<file path="config.mk">
export PLATFORM = sky130hd
export DESIGN_NAME = seven_segment_reader
export DESIGN_NICKNAME = d
export VERILOG_FILES = /design/src/rtl/sevseg_pkg.sv /design/src/rtl/sevseg_glyph_decode.sv /design/src/rtl/seven_segment_reader.sv
export SDC_FILE = /design/constraint.sdc
export NUM_CORES = 1
export LEC_CHECK = 0
export CELL_PAD_IN_SITES_DETAIL_PLACEMENT = 0
export CELL_PAD_IN_SITES_GLOBAL_PLACEMENT = 1
export CORE_MARGIN = 2
export CORE_UTILIZATION = 46
export DETAILED_ROUTE_END_ITERATION = 10
export PLACE_DENSITY_LB_ADDON = 0.08
export SYNTH_ARGS = -nofsm -noshare
export SYNTH_HDL_FRONTEND = slang
export SYNTH_HIERARCHICAL = 1
export SYNTH_SLANG_ARGS = --single-unit
</file>
<file path="constraint.sdc">
create_clock -name clk -period 6.2 [get_ports clk]
set_clock_uncertainty 0.2 [all_clocks]
set_input_delay 1.24 -clock clk [delete_from_list [all_inputs] [get_ports clk]]
set_output_delay 1.24 -clock clk [all_outputs]
set_load 0.01 [all_outputs]
</file>
<file path="src/rtl/sevseg_pkg.sv">
`default_nettype none
// ============================================================================
// Module  : sevseg_pkg
// Brief   : Shared seven-segment definitions: segment bit indices, glyph
//           table, glyph-to-hex lookup and reader FSM state encodings.
// Revision: 1.0 - initial release
// ============================================================================
package sevseg_pkg;

  localparam int SEG_A = 0;
  localparam int SEG_B = 1;
  localparam int SEG_C = 2;
  localparam int SEG_D = 3;
  localparam int SEG_E = 4;
  localparam int SEG_F = 5;
  localparam int SEG_G = 6;

  // Index n holds the active-high segment pattern for hex value n.
  localparam logic [6:0] c_glyph_table [16] = '{
    7'h3F, 7'h06, 7'h5B, 7'h4F, 7'h66, 7'h6D, 7'h7D, 7'h07,
    7'h7F, 7'h6F, 7'h77, 7'h7C, 7'h39, 7'h5E, 7'h79, 7'h71
  };

  localparam logic [1:0] c_st_idle  = 2'd0;
  localparam logic [1:0] c_st_count = 2'd1;
  localparam logic [1:0] c_st_hold  = 2'd2;

  // Returns {err, hex}; unknown patterns yield {1, 0}.
  function automatic logic [4:0] seg_to_hex(input logic [6:0] seg);
    logic [4:0] res;
    res = {1'b1, 4'h0};
    for (int i = 0; i < 16; i++) begin
      if (seg == c_glyph_table[i]) begin
        res = {1'b0, 4'(i)};
      end
    end
    return res;
  endfunction

endpackage
`default_nettype wire

</file>
<file path="src/rtl/sevseg_glyph_decode.sv">
`default_nettype none
// ============================================================================
// Module  : sevseg_glyph_decode
// Brief   : Combinational glyph decode: 7 segment lines -> err, hex, onehot.
// Revision: 1.0 - initial release
// ============================================================================
module sevseg_glyph_decode
  import sevseg_pkg::*;
(
  input  logic [6:0]  seg,
  output logic        err,
  output logic [3:0]  hex,
  output logic [15:0] onehot
);

  logic [4:0] w_dec;

  always_comb begin
    w_dec  = seg_to_hex(seg);
    err    = w_dec[4];
    hex    = w_dec[3:0];
    onehot = '0;
    if (!w_dec[4]) begin
      onehot[w_dec[3:0]] = 1'b1;
    end
  end

endmodule
`default_nettype wire

</file>
<file path="src/rtl/seven_segment_reader.sv">
`default_nettype none
// ============================================================================
// Module  : seven_segment_reader
// Brief   : Samples a multiplexed seven-segment bus, captures each stable
//           glyph once and returns hex/onehot over a valid/ready slot.
//           Optional decimal point capture: define SEVSEG_READER_DP_EN.
// Revision: 1.0 - initial release
// ============================================================================
module seven_segment_reader
  import sevseg_pkg::*;
#(
  parameter int NUM_DIGITS    = 4,
  parameter int STABLE_CYCLES = 8,
  parameter int DIG_W         = (NUM_DIGITS > 1) ? $clog2(NUM_DIGITS) : 1
) (
  input  logic                  clk,
  input  logic                  rst_n,
  input  logic [6:0]            seg_i,
  input  logic [NUM_DIGITS-1:0] dig_i,
`ifdef SEVSEG_READER_DP_EN
  input  logic                  seg_dp_i,
  output logic                  out_dp,
`endif
  output logic                  out_valid,
  input  logic                  out_ready,
  output logic [DIG_W-1:0]      out_digit,
  output logic [3:0]            out_hex,
  output logic [15:0]           out_onehot,
  output logic                  out_err,
  output logic                  overflow,
  input  logic                  overflow_clr
);

`ifdef SEVSEG_READER_DP_EN
  localparam int SEG_W = 8;
`else
  localparam int SEG_W = 7;
`endif
  localparam int CNT_W = $clog2(STABLE_CYCLES + 1);
  localparam logic [CNT_W-1:0] c_cnt_max = CNT_W'(STABLE_CYCLES);
  localparam logic [CNT_W-1:0] c_cnt_one = CNT_W'(1);

  function automatic logic is_onehot(input logic [NUM_DIGITS-1:0] v);
    return (v != '0) && ((v & (v - NUM_DIGITS'(1))) == '0);
  endfunction

  function automatic logic [DIG_W-1:0] dig_index(input logic [NUM_DIGITS-1:0] v);
    logic [DIG_W-1:0] idx;
    idx = '0;
    for (int i = 0; i < NUM_DIGITS; i++) begin
      if (v[i]) begin
        idx = DIG_W'(i);
      end
    end
    return idx;
  endfunction

  logic [SEG_W-1:0]      r_seg_s;
  logic [NUM_DIGITS-1:0] r_dig_s;
  logic [SEG_W-1:0]      r_ref_seg;
  logic [NUM_DIGITS-1:0] r_ref_dig;
  logic [CNT_W-1:0]      r_cnt;
  logic [1:0]            r_state;
  logic [1:0]            w_state_nxt;

  logic w_match;
  logic w_onehot;
  logic w_at_max;
  logic w_capture;
  logic w_relatch;
  logic w_cnt_inc;

  logic        w_dec_err;
  logic [3:0]  w_dec_hex;
  logic [15:0] w_dec_onehot;

  logic             r_out_valid;
  logic [DIG_W-1:0] r_out_digit;
  logic [3:0]       r_out_hex;
  logic [15:0]      r_out_onehot;
  logic             r_out_err;
  logic             r_overflow;
  logic             w_load;
  logic             w_drop;

  // Input sample stage; the bus is assumed synchronous to clk.
  always_ff @(posedge clk or negedge rst_n) begin
    if (!rst_n) begin
      r_seg_s <= '0;
      r_dig_s <= '0;
    end else begin
`ifdef SEVSEG_READER_DP_EN
      r_seg_s <= {seg_dp_i, seg_i};
`else
      r_seg_s <= seg_i;
`endif
      r_dig_s <= dig_i;
    end
  end

  assign w_match  = ({r_seg_s, r_dig_s} == {r_ref_seg, r_ref_dig});
  assign w_onehot = is_onehot(r_dig_s);
  assign w_at_max = (r_cnt == c_cnt_max);

  always_ff @(posedge clk or negedge rst_n) begin
    if (!rst_n) begin
      r_state <= c_st_idle;
    end else begin
      r_state <= w_state_nxt;
    end
  end

  always_comb begin
    w_state_nxt = r_state;
    case (r_state)
      c_st_idle: begin
        if (w_onehot) w_state_nxt = c_st_count;
      end
      c_st_count: begin
        if (!w_match)      w_state_nxt = w_onehot ? c_st_count : c_st_idle;
        else if (w_at_max) w_state_nxt = c_st_hold;
      end
      c_st_hold: begin
        if (!w_match) w_state_nxt = w_onehot ? c_st_count : c_st_idle;
      end
      default: w_state_nxt = c_st_idle;
    endcase
  end

  // A full count captures the ref glyph even if this sample already differs;
  // the new pattern then restarts counting without losing a cycle.
  always_comb begin
    w_capture = 1'b0;
    w_relatch = 1'b0;
    w_cnt_inc = 1'b0;
    case (r_state)
      c_st_idle: begin
        w_relatch = w_onehot;
      end
      c_st_count: begin
        w_capture = w_at_max;
        w_relatch = !w_match && w_onehot;
        w_cnt_inc = w_match && !w_at_max;
      end
      c_st_hold: begin
        w_relatch = !w_match && w_onehot;
      end
      default: begin
        w_relatch = 1'b0;
      end
    endcase
  end

  always_ff @(posedge clk or negedge rst_n) begin
    if (!rst_n) begin
      r_cnt     <= '0;
      r_ref_seg <= '0;
      r_ref_dig <= '0;
    end else begin
      if (w_relatch) begin
        r_ref_seg <= r_seg_s;
        r_ref_dig <= r_dig_s;
        r_cnt     <= c_cnt_one;
      end else if (w_state_nxt == c_st_idle) begin
        r_cnt <= '0;
      end else if (w_cnt_inc) begin
        r_cnt <= r_cnt + c_cnt_one;
      end
    end
  end

  sevseg_glyph_decode u_decode (
    .seg    (r_ref_seg[6:0]),
    .err    (w_dec_err),
    .hex    (w_dec_hex),
    .onehot (w_dec_onehot)
  );

  assign w_load = w_capture && (!r_out_valid || out_ready);
  assign w_drop = w_capture && !w_load;

  always_ff @(posedge clk or negedge rst_n) begin
    if (!rst_n) begin
      r_out_valid  <= 1'b0;
      r_out_digit  <= '0;
      r_out_hex    <= '0;
      r_out_onehot <= '0;
      r_out_err    <= 1'b0;
      r_overflow   <= 1'b0;
    end else begin
      if (w_load) begin
        r_out_valid  <= 1'b1;
        r_out_digit  <= dig_index(r_ref_dig);
        r_out_hex    <= w_dec_hex;
        r_out_onehot <= w_dec_onehot;
        r_out_err    <= w_dec_err;
      end else if (r_out_valid && out_ready) begin
        r_out_valid <= 1'b0;
      end
      if (w_drop) begin
        r_overflow <= 1'b1;
      end else if (overflow_clr) begin
        r_overflow <= 1'b0;
      end
    end
  end

`ifdef SEVSEG_READER_DP_EN
  logic r_out_dp;

  always_ff @(posedge clk or negedge rst_n) begin
    if (!rst_n) begin
      r_out_dp <= 1'b0;
    end else if (w_load) begin
      r_out_dp <= r_ref_seg[SEG_W-1];
    end
  end

  assign out_dp = r_out_dp;
`endif

  assign out_valid  = r_out_valid;
  assign out_digit  = r_out_digit;
  assign out_hex    = r_out_hex;
  assign out_onehot = r_out_onehot;
  assign out_err    = r_out_err;
  assign overflow   = r_overflow;

endmodule
`default_nettype wire

</file>
==> flow_summary.toml, run 1 <==
[sta]
fin_crit_sh_pct = 51.0
fmax_mhz = 316
setup_ws_ns = 3.04
slew_headroom_pct = 25.4
rsz0062_at_grt = "no"
fin_hold_ws_ns = 0.313
hold_violations = 0
finalMaxSlewViolations = 0
setup_viol = 0
setup-tns-final_ns = 0
finalCriticalPeriod_ns = 3.16
timing_worst_slew_pin_value_ns = 1.11

[route]
routed_wl_um = 4990
dr.pass1.iters = 4
route.detailed.drc = 0
top_layer_used = "met4"
vias_per_cell = 5.30
final_antenna_net_count = 0
met2_length_um = 2440
drt_iter0_markers = 112
vias = 1865
routed-wl-met3_um = 149
met1Wirelength_um = 2320
post_drt_wl_per_cell_um = 14.2

[worst_setup_path]
rr_worst_depth = 5
cp_data_arrival_time_ns = 3.16
required_ns = 6.20
cp_cell_sequence = "clkdlybuf4s50_1 > nand2b_1 > nor2b_2 > mux2_2"
reg2reg_setup_slack_ns = 3.46
path_delay_family = "simple AND/OR/NAND/NOR gates"
worstPathMaxFanout = 25
slowest_delay_ns = 0.90
cp.depth = 4
critPathBufInv = 1
slowest_stage = "nor2b_2"
startpoint_type = "input port"
r2r-start = "r_state[1]$_DFF_PN0_"
r2r_end = "out_onehot[10]$_DFFE_PN0P_"
crit_path_end_kind = "flip-flop"
crit_type = "input port to flip-flop"

[power]
p_sw_share_pct = 38.4
internal-power_uw = 628
power_switching_uw = 392
p_total_mw = 1.02
power.density_nw_per_um2 = 312
ir_drop_v = 0.000161
power_frac_comb_pct = 30.2
p_seq_share_pct = 50.6
clockPowerShare_pct = 19.2
leakage_nw = 1.40

[synthesis]
synth-async-reset-ratio_pct = 100
synth_area_um2 = 2750
syn-num-nets = 262
synth-warning-count = 6
synth-edff-count = 0
synth_seq_area_share_pct = 48.2
syn_inst = 241
synth_area_per_cell_um2 = 11.4
yosys_register_bits = 53
synth_cell_types = 50
yosys_most_used_dff = "dfrtp_1"

[clock_network]
cts-root-buf = "clkbuf_8"
cts_tree = "done"
ctsHoldBuffers = 0
clock-sinks = 53
cts-buffers-inserted = 5
clock_path_buffers = 2
cts_setup_buffers = 0
clk_pin_slew_ns = 0.09
cts_resized = 0
clkLatencyLatePin_ns = 0.31
h-tree-depth = 2

[place]
placed_cells = 344
io_buffers = 39
placed_area_um2 = 3170
dpl_worst_slack_ns = 2.66
gp_congestion = 0.824
hpwl_um = 3610

[global_routing]
grt_pass1_wl_um = 8600
grt_pass1_vias = 1781
overflow = 0
track_usage_pct = 17.1
grt_start_max_net_pins = 54
antenna_found_initial = 0

[floorplanning]
io_pins = 40
rows = 28
fp.dieH_um = 81.4
initial_core_util_pct = 47.0
core_um2 = 5850
die_w_um = 81.4
die_area_um2 = 6620

[status]
status = "complete, no violations"

[min_path]
holdPathStages = 1
hold_path_class = "flip-flop to flip-flop"
min_to = "out_onehot[8]$_DFFE_PN0P_"
holdCritStartpoint = "out_onehot[8]$_DFFE_PN0P_"

[final_layout]
fin_cells = 352
final_cell_area_um2 = 3260
finish.net_count = 297
drive_gt1_share_pct = 19.9
finalCoreUtilization_pct = 55.8
n_antenna_cell = 0
syn_to_final_growth_pct = 18.5

[job]
cap_violations = 0
[Yosys cell counts (all sizes together) (3+ instances only)]
master / count / share of area [%]
nor4: 9 / 2.8
xor2: 11 / 3.5
nor3: 10 / 2.0
mux2i: 4 / 1.5
xnor2: 5 / 1.6
mux2: 32 / 14
nand2: 17 / 2.3
nand2b: 7 / 1.6
a21oi: 4 / 0.86
inv: 8 / 1.2
nor2: 18 / 2.5
ha: 6 / 2.7
dfrtp: 53 / 48
o21ai: 4 / 0.73
nand3: 6 / 1.5
nand3b: 4 / 1.1
buf: 10 / 2.3
or4b: 3 / 1.1
[sequential cells by signal (all words and copies together) (netlist names)]
name        flops
r_state         2
r_seg_s         7
out_onehot     16
out_valid       1
overflow        1
out_digit       2
r_dig_s         4
out_err         1
out_hex         4
r_ref_seg       7
r_ref_dig       4
r_cnt           4
[how the worst max path moves through the flow]
stage | startpoint | endpoint | slack (ns)
finish | out_ready | out_onehot[10]$_DFFE_PN0P_ | 3.04
global route | out_ready | out_onehot[12]$_DFFE_PN0P_ | 2.82
CTS | out_ready | out_onehot[10]$_DFFE_PN0P_ | 2.98
detailed placement | out_ready | out_onehot[10]$_DFFE_PN0P_ | 2.66
global placement | out_ready | out_hex[2]$_DFFE_PN0P_ | 2.70
floorplan | out_ready | out_onehot[10]$_DFFE_PN0P_ | 3.58
[cell usage in the layout (no fill, tap or decap), types with 5 or more instances in the layout]
cell type         n
nor2_1           18
nand2_1          17
clkdlybuf4s50_1  38
mux2_2           25
mux2_4            7
ha_1              6
clkbuf_8          5
xor2_1           11
inv_1             7
nor3_1            9
dfrtp_1          53
nand2b_1          7
nor4_1            7
xnor2_1           5
[cell families after synthesis]
group	count (synthesis)	synth area share (%)
muxes	36	15.5
DFF	53	48.2
buffers and inverters	20	3.77
and+or+nand+nor	89	19.0
AOI/OAI and AO/OA	21	5.73
adders and majority gates	6	2.73
xor gates and xnor gates	16	5.09
[metal layers]
| metal | vias up | global-route usage [%] |
|---|---|---|
| met1 | 903 | 22.9 |
| met5 | - | 0 |
| met4 | 0 | 7.12 |
| met3 | 7 | 3.00 |
| met2 | 33 | 27.5 |
| li1 | 922 | - |
[final cells by class]
type                            instances  area (um^2)
Fill cell                             504         2590
Timing Repair Buffer                   40          393
Clock inverter                          3         22.5
Multi-Input combinational cell        168         1330
Inverter                                8         32.5
Tap cell                               75         93.8
Sequential cell                        53         1330
Clock buffer                            5         68.8
[power by group through the flow]
stage | sequential (mW) | combinational [mW] | clock [mW]
CTS | 0.513 | 0.310 | 0.204
global route | 0.532 | 0.344 | 0.217
detailed placement | 0.521 | 0.309 | 0
global placement | 0.522 | 0.309 | 0
floorplan | 0.446 | 0.320 | 0
finish | 0.515 | 0.308 | 0.196
Note: power is estimated with default switching activity, not from simulation.
==> run 2, diff against run 1 <==
--- a/config.mk
+++ b/config.mk
@@ -8,7 +8,7 @@
 export CELL_PAD_IN_SITES_DETAIL_PLACEMENT = 0
 export CELL_PAD_IN_SITES_GLOBAL_PLACEMENT = 1
 export CORE_MARGIN = 2
-export CORE_UTILIZATION = 46
+export CORE_UTILIZATION = 43
 export DETAILED_ROUTE_END_ITERATION = 10
 export PLACE_DENSITY_LB_ADDON = 0.08
 export SYNTH_ARGS = -nofsm -noshare
==> constraint.sdc (replaced) <==
create_clock -name clk -period 3 [get_ports clk]
set_clock_uncertainty 0.2 [all_clocks]
set_input_delay 0.6 -clock clk [delete_from_list [all_inputs] [get_ports clk]]
set_output_delay 0.6 -clock clk [all_outputs]
set_load 0.01 [all_outputs]
==> flow_summary.toml, run 2 (same netlist as run 1, synthesis figures left out) <==
[status]
status = "complete, no violations"

[floorplanning]
die_w_um = 84.0
fp.dieH_um = 84.0
core_um2 = 6280
rows = 29
die_area_um2 = 7060
io_pins = 40
initial_core_util_pct = 43.9

[worst_setup_path]
cp_data_arrival_time_ns = 2.69
cp_cell_sequence = "or4b_1 > o311ai_2 > inv_4 > nor3_2 > mux2_2"
required_ns = 3.00
slowest_delay_ns = 0.73
crit_type = "flip-flop to flip-flop"
critPathBufInv = 1
path_delay_family = "simple AND/OR/NAND/NOR gates"
worstPathMaxFanout = 11
crit_path_end_kind = "flip-flop"
slowest_stage = "nor3_2"
startpoint_type = "flip-flop"

[sta]
rsz0062_at_grt = "no"
setup_viol = 0
fin_hold_ws_ns = 0.0902
slew_headroom_pct = 40.4
fin_crit_sh_pct = 89.6
setup-tns-final_ns = 0
finalMaxSlewViolations = 0
hold_violations = 0
finalCriticalPeriod_ns = 2.69
fmax_mhz = 372
timing_worst_slew_pin_value_ns = 0.889

[final_layout]
n_antenna_cell = 0
finish.net_count = 304
fin_cells = 361
layout_common_cells = "dfrtp_1 (53), clkdlybuf4s50_1 (38), mux2_2 (25)"
drive_gt1_share_pct = 21.8
largest_reg_flops = 16
syn_to_final_growth_pct = 21.1
final_common_cell = "dfrtp_1"

[global_routing]
overflow = 0
antenna_found_initial = 0
grt_start_max_net_pins = 29
track_usage_pct = 16.6
grt_pass1_wl_um = 9510
grt_pass1_vias = 1970

[route]
post_drt_wl_per_cell_um = 14.4
final_antenna_net_count = 0
vias = 1906
dr.pass1.iters = 4
drt_iter0_markers = 87
vias_per_cell = 5.28
routed_wl_um = 5210
route.detailed.drc = 0

[clock_network]
cts_tree = "done"
ctsHoldBuffers = 0
cts-root-buf = "clkbuf_8"
clock-sinks = 53
clk_pin_slew_ns = 0.10
cts_resized = 0
cts-buffers-inserted = 5
clock_path_buffers = 2
cts_setup_buffers = 0
h-tree-depth = 2
clkLatencyLatePin_ns = 0.31

[power]
power_switching_uw = 842
power.density_nw_per_um2 = 660
internal-power_mw = 1.36
p_seq_share_pct = 41.8
ir_drop_v = 0.000310
leakage_nw = 1.44
power_frac_comb_pct = 39.1
clockPowerShare_pct = 19.1
p_sw_share_pct = 38.2

[job]
cap_violations = 0

[place]
hpwl_um = 3870
placed_cells = 353
gp_congestion = 0.806
io_buffers = 39

[min_path]
hold_path_class = "input port to asynchronous set/reset pin"
[run 2: changes by cell type in the layout (fill, tap and decap cells not counted)]
cell      previous run  this run
buf_12               0         1
clkinv_2             1         0
inv_6                0         1
buf_4                1         7
[run 2: path summary, 6_finish.rpt]
check	startpoint	endpoint	slack, ns	cells past startpoint
worst max-delay path	r_dig_s[1]$_DFF_PN0_	r_ref_seg[0]$_DFFE_PN0P_	0.31	5
worst min-delay path	rst_n	out_onehot[9]$_DFFE_PN0P_	0.09	1
worst max register to register	r_dig_s[1]$_DFF_PN0_	r_ref_seg[0]$_DFFE_PN0P_	0.31	5
worst min register to register	out_onehot[13]$_DFFE_PN0P_	out_onehot[13]$_DFFE_PN0P_	0.31	1
max in group asynchronous	rst_n	r_ref_seg[4]$_DFFE_PN0P_	1.95	2
min in group clk	out_onehot[13]$_DFFE_PN0P_	out_onehot[13]$_DFFE_PN0P_	0.31	1
[run 2: per-stage QoR]
step / util, % / instance area [um^2] / total power, mW / setup slack [ns]
after floorplan: - / 2750 / 1.58 / 0.835
after detailed placement: 51.6 / 3240 / 1.79 / 0.285
final: 53.1 / 3330 / 2.20 / 0.313
after global routing: 53.1 / 3330 / 2.38 / 0.180
after CTS: 53.1 / 3330 / 2.22 / 0.276
after global placement: 51.6 / 3240 / 1.80 / 0.340
[run 2: power groups by stage]
stage | Combinational [mW] | Clock [mW] | Sequential [mW]
floorplan | 0.661 | 0 | 0.922
global placement | 0.866 | 0 | 0.930
detailed placement | 0.861 | 0 | 0.933
CTS | 0.864 | 0.438 | 0.920
global route | 0.973 | 0.468 | 0.940
finish | 0.861 | 0.420 | 0.920
[run 2: area by class of cell]
class	count	area [um^2]
multi-input cells	168	1330
flip-flops and latches	53	1330
clock inverters	3	26.3
well taps	77	96.3
fillers	560	2940
clock buffers	5	68.8
inverters	8	32.5
repair buffers	47	458
[run 2: layer usage]
metal | global-route usage (%) | part of all wire (%)
met1 | 22.0 | 46
met2 | 27.3 | 49
met3 | 3.46 | 3.2
met4 | 5.13 | 1.5
met5 | 0 | 0
==> variant, RTL diff (flow settings as in run 2) <==
Build with the macro `SEVSEG_READER_DP_EN` defined.
--- a/src/rtl/seven_segment_reader.sv
+++ b/src/rtl/seven_segment_reader.sv
@@ -7,4 +7,6 @@
 // Revision: 1.0 - initial release
 // ============================================================================
+`define SEVSEG_READER_DP_EN
+
 module seven_segment_reader
   import sevseg_pkg::*;
Ports: changed (added out_dp and seg_dp_i); port bits go from 40 to 42. The function was not compared with the original's and may differ.
==> variant against run 2 <==
The run now ends with DRC left; routed wire length grew 11%; sequential share of layout area grew 0.30 points; sequential power grew 14%; fmax grew 7.9%; setup slack gained 0.20 ns; sequential cell count grew 3; total power grew 3.8%; cell area grew 4.9%; combinational power shrank 7.1%; area after synthesis grew 4.5%; critical path type unchanged.
==> variant: results (changes against run 2) <==
| Metric | Value |
|---|---|
| Post-synth net total | 277 (+5.7%) |
| Synth unique cells | 49 (-2.0%) |
| Failing checks | DRC |
| Total CTS buffers | 5 (unchanged) |
| Final Net Count | 321 (+5.6%) |
| Fillers | 576 (+2.9%) |
| Syn Area/Cell | 11.3 sq um (-1.2%) |
| Critical Path Source | r_ref_seg[1] |
| Hpwl dp | 4.31 mm (+12%) |
| Average wire per standard cell | 15.4 um (+6.7%) |
| Reg-to-reg endpoint | r_ref_seg[3] |
| Worst path max stage delay | 0.54 ns (-0.19 ns) |
| Slowest-stage cell, CP | dfrtp_1 |
| Vias in the first global route | 1967 (-0.15%) |
| Final RePlAce weighted congestion | 0.870 (+7.9%) |
| Global-route usage over all layers | 16.8% (+0.19 points) |
| Synth top cells by count | dfrtp_1 (56), mux2_2 (22), nor2_1 (19) |
| Static Leak | 1.51 nW (+5.4%) |
| Rel. slew slack | 61.6% (+21 points) |
| Dpl cells | 369 (+4.5%) |
| Pin count of the biggest net entering global routing | 34 (+17%) |
| Port Buffers | 41 (+5.1%) |
| Sequential area share after synthesis | 48.7% (+0.54 points) |
| Via density | 5.48 (+3.8%) |
| Reg2Reg Setup Slack | 0.51 ns (+0.20 ns) |
| DR iter-0 viols | 156 (+79%) |
| # DRC | 3 (+3) |
| Share of layout cells above drive strength 1 | 18.4% (-3.4 points) |
| Reg2Reg Depth | 7 (+2) |
| Worst vdd ir | 400 uV (+29%) |
| Top post-synthesis cells by area | dfrtp_1 (49%), mux2_2 (8.6%), mux2_4 (4.7%) |
| Final Instance Count excl. Fillers | 376 (+4.2%) |
| Critical-path maximum fanout | 13 (+2) |
| Pre-Repair DR Iteration Count | 10 (+6) |
| Status | finished with violations |
-- variant: kinds of logic (layout without fill, tap and decap cells) --
logic type / after synthesis / after routing / synth area share (%)
AOI/OAI and AO/OA: 28 / 28 / 6.57
xor gates and xnor gates: 17 / 17 / 5.18
adders and majority gates: 6 / 6 / 2.61
buffers and inverters: 22 / 66 / 3.83
DFF: 56 / 56 / 48.7
muxes: 36 / 36 / 15.2
and+or+nand+nor: 90 / 90 / 17.9
-- variant: worst max path at each step --
| stage | end | slack, ns | cells past startpoint |
|---|---|---|---|
| after floorplan | r_ref_dig[1] | 0.64 | 7 |
| after global placement | r_ref_seg[3] | 0.51 | 7 |
| after detailed placement | r_ref_seg[6] | 0.52 | 7 |
| after CTS | r_ref_seg[6] | 0.48 | 7 |
| after global routing | r_ref_seg[6] | 0.32 | 7 |
| final | r_ref_seg[3] | 0.51 | 7 |
-- variant: area by class of cell --
type	count	share of cell area, %
multi-input combinational	177	39.1
sequential	56	40.1
clock buffer	7	2.76
inverter	9	1.04
timing repair buffer	50	14.2
tap	77	2.76
-- variant: layer usage --
metal  global-route usage [%]  vias up  wire [um]
li1                         -      996          -
met1                     26.4     1005       3010
met2                     23.9       53       2460
met5                        0        -          0
met3                     3.46        7        237
met4                     3.46        0         68
-- variant: power groups by stage --
| stage | sequential (mW) | combinational [mW] | clock [mW] |
|---|---|---|---|
| 6_report | 1.05 | 0.800 | 0.435 |
| 4_1_cts | 1.05 | 0.800 | 0.455 |
| 5_1_grt | 1.07 | 0.884 | 0.485 |
| 2_1_floorplan | 0.976 | 0.676 | 0 |
| 3_5_place_dp | 1.06 | 0.797 | 0 |
| 3_3_place_gp | 1.06 | 0.792 | 0 |
-- variant: worst max-delay path: cells and delay by family (launching register included) --
family	cells	cell delay, ns
flops	1	0.54
mux	1	0.32
xor+xnor	1	0.23
buf+inv	1	0.20
simple gates	3	0.68
compound gates	1	0.20
-- variant: per-stage QoR --
step                      setup WS, ns  cell area (sq um)  hold WS [ns]
after floorplan                  0.645               2880         0.104
after global placement           0.512               3400         0.291
after detailed placement         0.516               3400         0.295
after CTS                        0.479               3500        0.0902
after global routing             0.321               3500         0.110
final                            0.510               3500        0.0800
